**src/rtl/bcd_elapsed_timer_pkg.sv**
```systemverilog
// Shared constants and state encoding for the BCD elapsed-time counter.
package timer_pkg;

    localparam logic [3:0] BCD_MAX = 4'd9;

    typedef enum logic [1:0] {
        IDLE    = 2'd0,
        RUN     = 2'd1,
        STOPPED = 2'd2,
        LATE    = 2'd3
    } tstate_t;

endpackage

```
**src/rtl/bcd_elapsed_timer_digit.sv**
```systemverilog
// One decimal digit of the cascaded counter; carry fires when it rolls 9 -> 0.
module bcd_digit
    import timer_pkg::*;
(
    input  logic       clk,
    input  logic       rst,
    input  logic       clr,
    input  logic       en,
    output logic [3:0] q,
    output logic       carry
);

    always_ff @(posedge clk) begin
        if (rst) begin
            q <= 4'd0;
        end else if (clr) begin
            q <= 4'd0;
        end else if (en) begin
            q <= (q == BCD_MAX) ? 4'd0 : q + 4'd1;
        end
    end

    assign carry = en && (q == BCD_MAX);

endmodule

```
**src/rtl/bcd_elapsed_timer.sv**
```systemverilog
// Start/stop BCD elapsed timer with prescaler, captured result, late flag and best time.
// Handshake: start/stop are single-cycle pulses; done is a single-cycle pulse after capture.
module bcd_elapsed_timer
    import timer_pkg::*;
#(
    parameter int NUM_DIGITS = 4,
    parameter int TICK_DIV   = 100000,
    parameter bit SATURATE   = 1'b1
) (
    input  logic                    clk,
    input  logic                    rst,
    input  logic                    clr,
    input  logic                    start,
    input  logic                    stop,
    output logic [4*NUM_DIGITS-1:0] count,
    output logic [4*NUM_DIGITS-1:0] result,
    output logic [4*NUM_DIGITS-1:0] best,
    output logic                    best_valid,
    output logic                    done,
    output logic                    running,
    output logic                    time_late
);

    localparam int PW = (TICK_DIV > 1) ? $clog2(TICK_DIV) : 1;
    localparam logic [PW-1:0] PRESC_LAST = PW'(TICK_DIV - 1);

    tstate_t               state;
    tstate_t               state_next;
    logic [PW-1:0]         presc;
    logic                  tick;
    logic                  start_acc;
    logic                  stop_acc;
    logic                  cnt_en;
    logic                  digit_clr;
    logic                  all9;
    logic                  overflow;
    logic                  late_entry;
    logic [NUM_DIGITS-1:0] is9;
    logic [NUM_DIGITS:0]   carry;

    assign start_acc = start && (state != RUN);
    assign stop_acc  = stop && (state == RUN);
    assign tick      = ((state == RUN) || (state == LATE)) && (presc == PRESC_LAST);
    assign all9      = &is9;
    assign digit_clr = clr || start_acc;

    // The stop edge never advances the count, so the held count always equals result.
    assign cnt_en = tick
                 && (((state == RUN) && !stop) || ((state == LATE) && !SATURATE))
                 && !(SATURATE && all9);

    // With wrapping, the chain's carry-out is exactly the overflow event.
    assign overflow   = SATURATE ? (tick && all9) : carry[NUM_DIGITS];
    assign late_entry = overflow && (state == RUN) && !stop;

    assign carry[0] = cnt_en;

    for (genvar g = 0; g < NUM_DIGITS; g++) begin : g_digit
        bcd_digit u_digit (
            .clk   (clk),
            .rst   (rst),
            .clr   (digit_clr),
            .en    (carry[g]),
            .q     (count[4*g +: 4]),
            .carry (carry[g+1])
        );
        assign is9[g] = (count[4*g +: 4] == BCD_MAX);
    end

    always_comb begin
        state_next = state;
        case (state)
            IDLE, STOPPED: if (start) state_next = RUN;
            RUN: begin
                if (stop)            state_next = STOPPED;
                else if (late_entry) state_next = LATE;
            end
            LATE:          if (start) state_next = RUN;
            default:       state_next = IDLE;
        endcase
    end

    always_ff @(posedge clk) begin
        if (rst || clr) begin
            state <= IDLE;
        end else begin
            state <= state_next;
        end
    end

    always_ff @(posedge clk) begin
        if (rst || clr || start_acc) begin
            presc <= '0;
        end else if ((state == RUN) || (state == LATE)) begin
            presc <= (presc == PRESC_LAST) ? '0 : presc + PW'(1);
        end
    end

    always_ff @(posedge clk) begin
        if (rst || clr || start_acc) begin
            time_late <= 1'b0;
        end else if (late_entry) begin
            time_late <= 1'b1;
        end
    end

    // Packed BCD orders the same as its decimal value, so a plain unsigned compare works.
    always_ff @(posedge clk) begin
        if (rst) begin
            result     <= '0;
            best       <= '0;
            best_valid <= 1'b0;
            done       <= 1'b0;
        end else if (clr) begin
            result <= '0;
            done   <= 1'b0;
        end else begin
            done <= stop_acc;
            if (stop_acc) begin
                result <= count;
                if (!best_valid || (count < best)) begin
                    best       <= count;
                    best_valid <= 1'b1;
                end
            end
        end
    end

    assign running = (state == RUN);

endmodule

```
**config.mk**
```make
export PLATFORM = sky130hd
export DESIGN_NAME = bcd_elapsed_timer
export DESIGN_NICKNAME = d
export VERILOG_FILES = /design/src/rtl/bcd_elapsed_timer_pkg.sv /design/src/rtl/bcd_elapsed_timer_digit.sv /design/src/rtl/bcd_elapsed_timer.sv
export SDC_FILE = /design/constraint.sdc
export NUM_CORES = 1
export LEC_CHECK = 0
export CORE_MARGIN = 4
export CORE_UTILIZATION = 58
export CTS_CLUSTER_DIAMETER = 80
export DETAILED_ROUTE_END_ITERATION = 8
export PLACE_DENSITY = 0.91
export SLEW_MARGIN = 40
export SYNTH_ARGS = -nofsm -noshare
export SYNTH_HDL_FRONTEND = slang
export SYNTH_SLANG_ARGS = --single-unit
```
**constraint.sdc**
```tcl
create_clock -name clk -period 4.9 [get_ports clk]
set_input_delay 0.98 -clock clk [delete_from_list [all_inputs] [get_ports clk]]
set_output_delay 0.98 -clock clk [all_outputs]
set_load 0.02 [all_outputs]
```
# --- Word-level counts from Yosys, hierarchy flattened ---
# Cells that the tools add are included.
# W data, S select, Z words.
op_classes:
  muxes: 9
  bitwise: 1
  reduce_logical: 27
  addsub: 5
  n_eq_ne: 11
  magnitude_cmp: 1
op_table:
  columns: ["cell", "count"]
  rows:
  - ["$add A17 B1 Y17 const B", 1]
  - ["$eq A17 B17 Y1 const B", 1]
  - ["$mux W17", 1]
  - ["$add A4 B1 Y4 const B", 4]
  - ["$eq A4 B4 Y1 const B", 4]
  - ["$lt A16 B16 Y1", 1]
  - ["$mux W4", 4]
  - ["$logic_and A1 B1 Y1", 12]
  - ["$mux W2", 3]
  - ["$logic_or A1 B1 Y1", 5]
  - ["$eq A2 B2 Y1 const B", 2]
  - ["$ne A2 B1 Y1 const B", 2]
  - ["$pmux W2 S2", 1]
  - ["$reduce_and A4 Y1", 1]
  - ["$reduce_or A2 Y1", 2]
  - ["$logic_not A1 Y1", 3]
  - ["$ne A3 B2 Y1 const B", 1]
  - ["$reduce_and A3 Y1", 1]
  - ["$reduce_or A3 Y1", 1]
  - ["$eq A2 B1 Y1 const B", 1]
  - ["$logic_not A2 Y1", 1]
  - ["$reduce_and A2 Y1", 1]
  - ["$not A1 Y1", 1]
totals:
  register_bits: 70
  elab_cells: 65
  output_inout_bits: 52
  input_bits: 5

# --- Logic depth before layout (Yosys ltp) ---
# Gate-level depths: netlist of the first run.
logic_depth:
  ltp_word: 9
  mapped_depth: 8
  ltp_nobuf: 7

# --- By module ---
# A second synthesis of the first run with hierarchy kept.
hier_totals:
  cells_unflattened: 366
  hier_area_um2: 3261.9
by_module_without_submodules:
  columns: ["module", "instances", "area_each_um2", "cells_per_inst", "seq_area_each_um2"]
  rows:
  - ["bcd_elapsed_timer", 1, 2506.2, 286, 1081.0]
  - ["bcd_digit", 4, 188.9, 20, 80.1]

# --- Least setup slack after synthesis of the first run ---
# OpenSTA, ideal clock, no wires.
synth_timing:
  kind: "input to register"
  startpoint: "in stop"
  endpoint: "reg best[10]"
  setup_ps: 72
  slack_ps: 2398
  arrival_time_ps: 2431
  cell_stages: 5
  required_ps: 4828
  path_buffers: 1
  cell_sequence: "nand2_1 > or3_1 > o31ai_2 > buf_4 > mux2i_1"
synth_between:
  elab_chain_len: 2
synth_rtl:
  columns: ["element", "line", "source"]
  rows:
  - ["start: declaration", "bcd_elapsed_timer.sv:14", "input logic stop,"]
  - ["$logic_and A1 B1 Y1", "bcd_elapsed_timer.sv:42", "assign stop_acc = stop && (state == RUN);"]
  - ["$reduce_and A3 Y1 (no line)", null, null]
  - ["end signal: assignment", "bcd_elapsed_timer.sv:122", "best <= count;"]
  - ["end: declaration", "bcd_elapsed_timer.sv:17", "output logic [4*NUM_DIGITS-1:0] best,"]
# Every way passes these cells.
# A chain may end at the register's enable or synchronous reset.

# --- Worst setup path in the final report of the first run ---
# Ends and elaborated chain as after synthesis.

==> flow_summary.toml, run 1 <==
[run_status]
outcome = "complete, no violations"

[logic_synthesis]
yosysMostFrequentCell = "dfxtp_1"
synth_common_cells = "dfxtp_1, nand2_1, a21oi_1, nand2b_1, nor2_1"
syn-mean-instance-area_um2 = 8.37
synth_edf_count = 0
yosysTopAreaCell = "dfxtp_1"
ys_warn_count = 0
synth-main-ff-cell = "dfxtp_1"
ys_seq_area_frac = 0.399
syn_area_um2 = 3510
synthCells = 419
synth_cell_type_count = 51
syn_nets = 440
synthTopCellsByArea = "dfxtp_1, nand2b_1, ha_1"
synth_top_area_frac = 0.399
async_reset_ff_frac = 0
synth-seq-cells = 70

[worst_setup_path]
regToRegEndpoint = "best[10]"
critPathArrivalTime_ps = 3510
reg2reg_from = "state[0]"
cp.required_ps = 5160
critPathKind = "input port to register"
crit_path_start_kind = "input port"
endpoint_kind = "register"
worstPathMaxFanout = 21
rrSetupSlack_ps = 2010
reg2regPathDepth = 7

[drt]
wire_per_inst_um = 16.1
route.detailed.drc = 0
avgViaCountPerCell = 5.90
drt_iter0_drc = 229
vias = 3244
first_pass_iters = 4
wirelength_um = 8880
ant_nets = 0

[placement]
port_buffers = 56
place.gp.congestion = 0.861
dp.cells = 536
dpl.hpwl_um = 6270

[sta]
finalMaxSlewViolations = 0
clock.fmax_mhz = 308
setup_viol = 0
min_period_ps = 3240
hold_violations = 0
relSlewSlack = 0.484
rsz0062_at_grt = "false"
final.setup.tns_ps = 0
finalCritPeriodShare = 0.662
fin_skew_ps = 8.05
holdWs_ps = 459
worst_pin_slew_ps = 773

[cells_and_area]
drive_above_1_share = 0.0526
fin_nets = 493
areaGrowthSynthToFinish_pct = 23.1
instances_no_fill = 550
diodes = 0
final_core_util = 0.734

[pwr]
leakage_nw = 1.38
peakVddDrop_v = 0.000157
power.density_nw_per_um2 = 246

[clock_tree]
cts_tree = "built"
post-cts-setup-buffers = 0
cts_resized = 0
clkLatencyLatePin_ps = 340
postCtsHoldBufs = 0
root_buffer = "clkbuf_8"
cts_made_buffers = 9
clkSlewWorstSetupHoldPaths_ps = 60
htreeDepth = 3
clock-sinks = 70
clk_path_buf_depth = 2

[floorplanning]
rows = 28
die_w_um = 85.8
core_um2 = 5890
die_area_um2 = 7360
ios = 57
initial_utilization = 0.596
die_h_um = 85.8

[global_route]
grt_max_degree = 35
grt_pass1_vias = 3074
grt-ovfl-total = 0
grt_pass1_wl_um = 14600
antenna_found_initial = 0
gr-usage-all-layers = 0.247

[hold_path]
holdPathEnd = "result[4]"
holdCritPathClass = "register to register"
min_from = "result[4]"
hold_depth = 2

[flow_run]
cap_violations = 0
metrics by stage:
| step | setup WS, ps | cell area [µm²] | power, mW |
|---|---|---|---|
| floorplan | 2400 | 3510 | 0.605 |
| global placement | 1240 | 4120 | 0.614 |
| detailed placement | 1130 | 4120 | 0.615 |
| CTS | 1430 | 4310 | 1.06 |
| global route | 1470 | 4320 | 1.09 |
| finish | 1660 | 4320 | 1.06 |
logic make-up after synthesis:
logic type,Yosys count,share of synthesized area
AND/OR/NAND/NOR,183,0.275
AO/OA/AOI/OAI,71,0.127
flip-flops,70,0.399
buffers and inverters,45,0.0499
multiplexers,18,0.0514
XOR/XNOR,16,0.0399
adder cells (fa/ha/maj),16,0.0571
cell usage in the layout (no fill, tap or decap), types with 4 or more instances in the layout:
cell             netlist  routed
and3_1                 5       5
dfxtp_1               70      70
nor3_1                 5       5
mux2i_1               18      18
xnor2_1               10      10
or4_1                  4       4
inv_1                 26      26
ha_1                  16      16
nand2b_1              35      35
nand3_1               11      11
o21ai_1                7       6
clkdlybuf4s50_1        0      56
nand2_1               52      52
clkbuf_8               0      11
o21ai_0                7       7
a21oi_1               36      36
xor2_1                 6       6
nor2_1                30      30
or3_1                  7       7
nand4_1               12      12
per-layer routing:
metal / track usage / part of all wire / vias to the layer above / routed length, µm
met5: 0 / 0 / - / 0
met4: 0.129 / 0.037 / 0 / 331
met3: 0.0365 / 0.068 / 28 / 602
met2: 0.407 / 0.48 / 132 / 4230
met1: 0.312 / 0.42 / 1524 / 3710
li1: - / - / 1560 / -
flip-flops by register name (all words and copies together) (netlist names):
| name | count |
|---|---|
| done | 1 |
| time_late | 1 |
| presc | 17 |
| g_digit.u_digit.q | 16 |
| best_valid | 1 |
| result | 16 |
| state | 2 |
| best | 16 |
power breakdown:
part / leakage (nW) / internal (mW) / switching [mW]
registers: 0.564 / 0.570 / 0.00146
clock network: 0.0956 / 0.258 / 0.203
logic: 0.718 / 0.0126 / 0.0190
total: 1.38 / 0.840 / 0.224
area by class of cell:
cell class,count,area [µm²]
Timing Repair Buffer,59,583
Inverter,28,105
Multi-Input combinational cell,304,1950
Clock buffer,13,159
Tap cell,75,93.8
Fill cell,440,1570
Clock inverter,1,30.0
Sequential cell,70,1400
worst max-delay path by stage:
stage,startpoint,end,slack (ps)
detailed placement,stop,best[9],1130
global route,stop,best[13],1470
floorplan,stop,best[10],2400
CTS,stop,best[10],1430
finish,stop,best[10],1660
global placement,stop,best[9],1240
worst max-delay path: stages:
cell and delay [ps]:
clkdlybuf4s50_1 500, nand2_1 410, or3_1 560, o31ai_4 520, buf_4 310, mux2i_1 220
No activity file was read; power rests on OpenSTA's default activity.
==> run 2, diff against run 1 <==
--- a/config.mk
+++ b/config.mk
@@ -6,10 +6,10 @@
 export NUM_CORES = 1
 export LEC_CHECK = 0
 export CORE_MARGIN = 4
-export CORE_UTILIZATION = 58
+export CORE_UTILIZATION = 53
 export CTS_CLUSTER_DIAMETER = 80
 export DETAILED_ROUTE_END_ITERATION = 8
-export PLACE_DENSITY = 0.91
+export PLACE_DENSITY = 0.84
 export SLEW_MARGIN = 40
 export SYNTH_ARGS = -nofsm -noshare
 export SYNTH_HDL_FRONTEND = slang
==> constraint.sdc (replaced) <==
create_clock -name clk -period 3.3 [get_ports clk]
set_input_delay 0.66 -clock clk [delete_from_list [all_inputs] [get_ports clk]]
set_output_delay 0.66 -clock clk [all_outputs]
set_load 0.02 [all_outputs]
==> run 2 against run 1 <==
Effect of this change: non-clock buffer count grew 5; final cell count up 1.6%; core utilization down 5.0 points; sequential cell count did not move; clock skew rose by 2.2 ps; worst setup slack worse by 930 ps; count of clock-buffer cells in the layout is 2 lower; hold slack worse by 1.4 ps; register-to-register slack worse by 1300 ps; first-iteration DRC count fell by 23%; cell area is 1.1% higher; critical endpoint is now g_digit[3].u_digit.q[1].
==> flow_summary.toml, run 2 (same netlist as run 1, synthesis figures left out) <==
[clock_tree]
postCtsHoldBufs = 0
cts_tree = "built"
post-cts-setup-buffers = 0
clk_path_buf_depth = 2
htreeDepth = 3
clkSlewWorstSetupHoldPaths_ps = 80
cts_resized = 0
cts_made_buffers = 9
clock-sinks = 70
clkLatencyLatePin_ps = 340
root_buffer = "clkbuf_8"

[global_route]
grt_pass1_vias = 2962
grt_pass1_wl_um = 14000
grt_max_degree = 34
antenna_found_initial = 0
grt-ovfl-total = 0
gr-usage-all-layers = 0.224

[floorplanning]
die_area_um2 = 7990
die_h_um = 89.4
core_um2 = 6390
ios = 57
die_w_um = 89.4
initial_utilization = 0.549
rows = 29

[drt]
wl_met1_um = 3890
drt_iter0_drc = 176
wirelength_um = 8360
vias = 3098
first_pass_iters = 4
highest_layer = "met4"
wl_met2_um = 3840
met3WireLength_um = 537
route.detailed.drc = 0
wire_per_inst_um = 15.0
ant_nets = 0
avgViaCountPerCell = 5.54

[worst_setup_path]
cp.required_ps = 3560
critPathKind = "register to register"
endpoint_kind = "register"
crit_path_start_kind = "register"
critPathArrivalTime_ps = 2830
worstPathMaxFanout = 7

[cells_and_area]
diodes = 0
top_register = "presc"
final_common_cell = "dfxtp_1"
fin_nets = 498
areaGrowthSynthToFinish_pct = 24.5
nFillCells = 524
final_area_um2 = 4370
largest_reg_flops = 17
drive_above_1_share = 0.0705
layout_common_cells = "dfxtp_1, clkdlybuf4s50_1, nand2_1"

[sta]
finalCritPeriodShare = 0.782
final.setup.tns_ps = 0
relSlewSlack = 0.565
clock.fmax_mhz = 388
finalMaxSlewViolations = 0
worst_pin_slew_ps = 651
setup_viol = 0
hold_violations = 0
rsz0062_at_grt = "false"
fin_skew_ps = 10.3
min_period_ps = 2580

[placement]
place.gp.congestion = 0.832
port_buffers = 56
dpl.hpwl_um = 5920
placed_cell_area_um2 = 4180

[run_status]
outcome = "complete, no violations"

[pwr]
leakage_nw = 1.40
power.density_nw_per_um2 = 353
peakVddDrop_v = 0.000273
total_power_mw = 1.54

[hold_path]
holdCritPathClass = "register to register"

[flow_run]
cap_violations = 0
## run 2: stage by stage
step | hold WS (ps) | util | setup WS, ps | instances
after floorplan | 465 | - | 836 | 419
after global placement | 443 | 0.654 | 672 | 543
after detailed placement | 449 | 0.655 | 689 | 543
after CTS | 463 | 0.684 | 771 | 559
after global routing | 480 | 0.684 | 617 | 559
final | 458 | 0.684 | 721 | 559
## run 2: final cells by class
type	instances	area, µm²	area share
Multi-Input combinational cell	304	1950	0.446
Sequential cell	70	1400	0.321
Timing Repair Buffer	64	633	0.145
Clock buffer	11	151	0.0347
Inverter	28	105	0.0241
Tap cell	77	96.3	0.0221
Clock inverter	5	33.8	0.00774
## run 2: final timing paths
path                                start                       to  slack (ps)  depth (start not counted)
worst min register to register  result[5]                result[5]         460                          2
worst max register to register   presc[4]  g_digit[3].u_digit.q[1]         720                          5
worst max-delay path             presc[4]  g_digit[3].u_digit.q[1]         720                          5
worst min-delay path            result[5]                result[5]         460                          2
## run 2: critical path, stage by stage, from the launching register on
cell       delay, ps
dfxtp_1          430
or4b_1           520
or4_4            550
a211oi_2         590
o2111ai_1        210
a21oi_1          190
## run 2: routing by layer
layer | track usage | vias to the layer above
li1 | - | 1566
met5 | 0 | -
met1 | 0.304 | 1426
met4 | 0.0853 | 0
met2 | 0.352 | 97
met3 | 0.0433 | 9
## run 2: power breakdown
group / internal, mW / switching (mW) / total (mW)
combinational: 0.0204 / 0.0288 / 0.0492
sequential: 0.845 / 0.00211 / 0.847
clock: 0.313 / 0.332 / 0.644
total: 1.18 / 0.363 / 1.54
==> patch 1 (config.mk and constraints of run 2) <==
`TICK_DIV`: 100000 -> 200000.
--- a/src/rtl/bcd_elapsed_timer.sv
+++ b/src/rtl/bcd_elapsed_timer.sv
@@ -4,7 +4,7 @@
     import timer_pkg::*;
 #(
     parameter int NUM_DIGITS = 4,
-    parameter int TICK_DIV   = 100000,
+    parameter int TICK_DIV   = 200000,
     parameter bit SATURATE   = 1'b1
 ) (
     input  logic                    clk,
Function: no difference found for any inputs over 10 cycles, from zero or initial values and one cycle with rst high; that may be too few to reach the edited logic, so the function may still have changed.
==> patch 1 against run 2 <==
Worst setup slack worse by 0.17 ns. Area after synthesis down 4.5%. Global-route usage down 0.18 points. Wire length down 3.4%. Design area down 4.9%. Total power down 3.5%. Sequential cell count up 1. Clock power down 9.2%.
==> patch 1: results (changes against run 2) <==
Netlist cell types=52 (+2.0%); HP Start=result[2]; Synth area leaders=dfxtp_1, ha_1, nand2_1; global-route wire length before repair=13400 um (-4.5%); post-synthesis adder-cell area fraction=0.0597 (+0.00268); status=completed; First-pass DRT Iterations=5 (+1); total track usage=0.222 (-0.00184); sw frac=0.219 (-0.0160); GRT met2 Usage=0.352 (+0.000414); mux contribution to synthesized area=0.00934 (-0.0420); max incr delay on CP=0.55 ns (-0.04 ns); wire length on met3=517 um (-3.7%); GR Util met3=0.0482 (+0.00493); r2r endpoint=best[9]; most frequent cells after synthesis=dfxtp_1, nand2_1, nor2_1, a21oi_1, inv_1; total nets after synthesis=411 (-6.6%); worst-margin pin slew=0.659 ns (+0.00783 ns); Peak VDD IR=0.000263 V (-3.6%); layout cell share with drive strength beyond 1=0.0642 (-0.00638); DR vias=3090 (-0.26%); Arrival @ worst endpoint=3.03 ns (+0.20 ns); Setup Skew=0.00795 ns (-0.00231 ns); M1 wire length=3580 um (-8.0%); Combinational Power=42.1 uW (-14%); Largest register FFs=18 (+1); start of the worst register-to-register path=g_digit[3].u_digit.q[1]; placed cell area=4000 um2 (-4.5%); Worst R2R Path Depth=6 (+1); Via-to-Cell Ratio=5.86 (+5.8%)
-- patch 1: cell types whose count changed in the layout (fill, tap and decap cells not counted), sizes merged, moves of 5 or more --
cell,run 2,this run
a22o,0,16
mux2i,18,2
nand2b,35,4
nand4b,1,6
o21ai,14,7
xor2,6,13
-- patch 1: cell families after synthesis --
group,after synthesis
AND/OR/NAND/NOR,159
AO/OA/AOI/OAI,79
adder cells (fa/ha/maj),16
multiplexers,3
XOR/XNOR,20
buffers and inverters,42
flip-flops,71
-- patch 1: cell type report --
cell class | count | area (um2)
Timing Repair Buffer | 63 | 613
Fill cell | 495 | 1870
Inverter | 26 | 97.6
Clock inverter | 1 | 5.00
Tap cell | 75 | 93.8
Multi-Input combinational cell | 277 | 1770
Sequential cell | 71 | 1420
Clock buffer | 14 | 153
-- patch 1: stage by stage --
| step | total power [mW] | utilization | worst slack, ns |
|---|---|---|---|
| finish | 1.49 | 0.689 | 0.549 |
| global route | 1.55 | 0.689 | 0.545 |
| global placement | 0.921 | 0.663 | 0.290 |
| detailed placement | 0.921 | 0.663 | 0.262 |
| floorplan | 0.904 | - | 0.696 |
| CTS | 1.50 | 0.689 | 0.603 |
-- patch 1: how the worst max path moves through the flow --
stage / start / end / slack (ns) / depth (start not counted)
after floorplan: stop / g_digit[3].u_digit.q[1] / 0.70 / 5
after global placement: stop / g_digit[3].u_digit.q[1] / 0.29 / 6
after detailed placement: stop / g_digit[3].u_digit.q[1] / 0.26 / 6
after CTS: stop / g_digit[3].u_digit.q[1] / 0.60 / 6
after global routing: stop / g_digit[3].u_digit.q[1] / 0.55 / 6
final: stop / g_digit[3].u_digit.q[1] / 0.55 / 6
==> patch 2 (config.mk and constraints of run 2) <==
Made on the original files. Encoding of `tstate_t`: now Gray code (2 bits for 4 states).
--- a/src/rtl/bcd_elapsed_timer_pkg.sv
+++ b/src/rtl/bcd_elapsed_timer_pkg.sv
@@ -4,10 +4,10 @@
     localparam logic [3:0] BCD_MAX = 4'd9;
 
     typedef enum logic [1:0] {
-        IDLE    = 2'd0,
-        RUN     = 2'd1,
-        STOPPED = 2'd2,
-        LATE    = 2'd3
+        IDLE    = 2'b00,
+        RUN     = 2'b01,
+        STOPPED = 2'b11,
+        LATE    = 2'b10
     } tstate_t;
 
 endpackage
Behaviour: no difference found for any inputs over 10 cycles, from zero or initial values and one cycle with rst high; not proved beyond that.
==> patch 2 against run 2 <==
Worst setup slack improved by 0.17 ns. Critical path depth up 1. Area after synthesis grew 5.7%. Total power increased by 13%. Sequential share of layout area shrank 1.3 points. Sequential cell count did not move. First-iteration DRC count is 2.8% lower. Combinational power is 21% higher. Design area grew 4.2%. Wire length grew 2.4%. Worst hold slack lost 0.00088 ns. Critical path type unchanged. Critical endpoint is now g_digit[3].u_digit.q[3]. Highest routed layer unchanged.
==> patch 2: results (changes against run 2) <==
Post-DRT Antenna Nets=0 (unchanged); final WL=8560 um (+2.4%); Worst R2R Path Depth=6 (+1); CP max-delay cell=or3_4; Pleak=1.62 nW (+16%); worst-margin pin slew=0.763 ns (+0.112 ns); DR WL met2=4260 um (+11%); M1 wire length=3650 um (-6.0%); most frequent cells after synthesis=dfxtp_1, nand2_1, nand2b_1, nor2_1, a21oi_1; gpl congestion=0.859 (+3.2%); total nets after synthesis=463 (+5.2%); Fillers=559 (+6.7%); layout cell share with drive strength beyond 1=0.0609 (-0.00969); fin nets=511 (+2.6%); Overflow after GRT=0 (unchanged); sequential fraction of the synthesis area=0.378 (-0.0214); Yosys top cell area share=0.378 (-0.0214); global-route wire length before repair=14300 um (+2.0%); Peak VDD IR=0.000196 V (-28%); total track usage=0.208 (-0.0162); DP HPWL=6130 um (+3.6%); largest net degree at the start of global routing=35 (+2.9%); GRT met2 Usage=0.364 (+0.0123); Via-to-Cell Ratio=5.51 (-0.56%); vias in the first global route=3166 (+6.9%); GR Util met3=0.0361 (-0.00722); grt met1 use=0.245 (-0.0588); status=completed; initial drt markers=171 (-2.8%); max incr delay on CP=0.57 ns (-0.02 ns); Synth area leaders=dfxtp_1, nand2b_1, ha_1; Crit Path Max Fanout=23 (+16); Setup Skew=0.00662 ns (-0.00363 ns)
## patch 2: cell families after synthesis
logic type	after synthesis	synth area share
buffers and inverters	49	0.0557
AO/OA/AOI/OAI	72	0.124
XOR/XNOR	18	0.0425
flip-flops	70	0.378
adder cells (fa/ha/maj)	18	0.0608
AND/OR/NAND/NOR	196	0.293
multiplexers	17	0.0459
## patch 2: worst paths after layout
| path | start | to | slack (ns) |
|---|---|---|---|
| worst max register to register | state[1] | g_digit[3].u_digit.q[3] | 0.89 |
| worst max-delay path | state[1] | g_digit[3].u_digit.q[3] | 0.89 |
| worst min-delay path | result[5] | result[5] | 0.46 |
| worst min register to register | result[5] | result[5] | 0.46 |
## patch 2: area by class of cell
cell class / instances / share of cell area
Tap cell: 96 / 0.0264
Multi-Input combinational cell: 321 / 0.461
Clock inverter: 6 / 0.0242
Inverter: 25 / 0.0206
Sequential cell: 70 / 0.308
Clock buffer: 10 / 0.0280
Timing Repair Buffer: 61 / 0.131
## patch 2: worst reg2reg max path, stage by stage, from the launching register on
cell and delay [ns]:
dfxtp_1 0.34, inv_1 0.07, ha_1 0.35, nand4b_1 0.33, or3_4 0.57, or4_1 0.54, a21oi_1 0.14
## patch 2: stage by stage
stage / std cells / cell area (um2) / total power, mW / worst slack, ns
finish: 589 / 4550 / 1.74 / 0.894
global route: 589 / 4550 / 1.79 / 0.741
CTS: 589 / 4550 / 1.75 / 0.899
detailed placement: 573 / 4310 / 0.926 / 0.581
global placement: 573 / 4310 / 0.925 / 0.641
floorplan: 440 / 3710 / 0.906 / 1.04
## patch 2: power by group
part           internal, mW  switching, mW  leakage, nW
registers             0.846        0.00177        0.564
clock network         0.501          0.328        0.112
logic                0.0238         0.0360        0.947
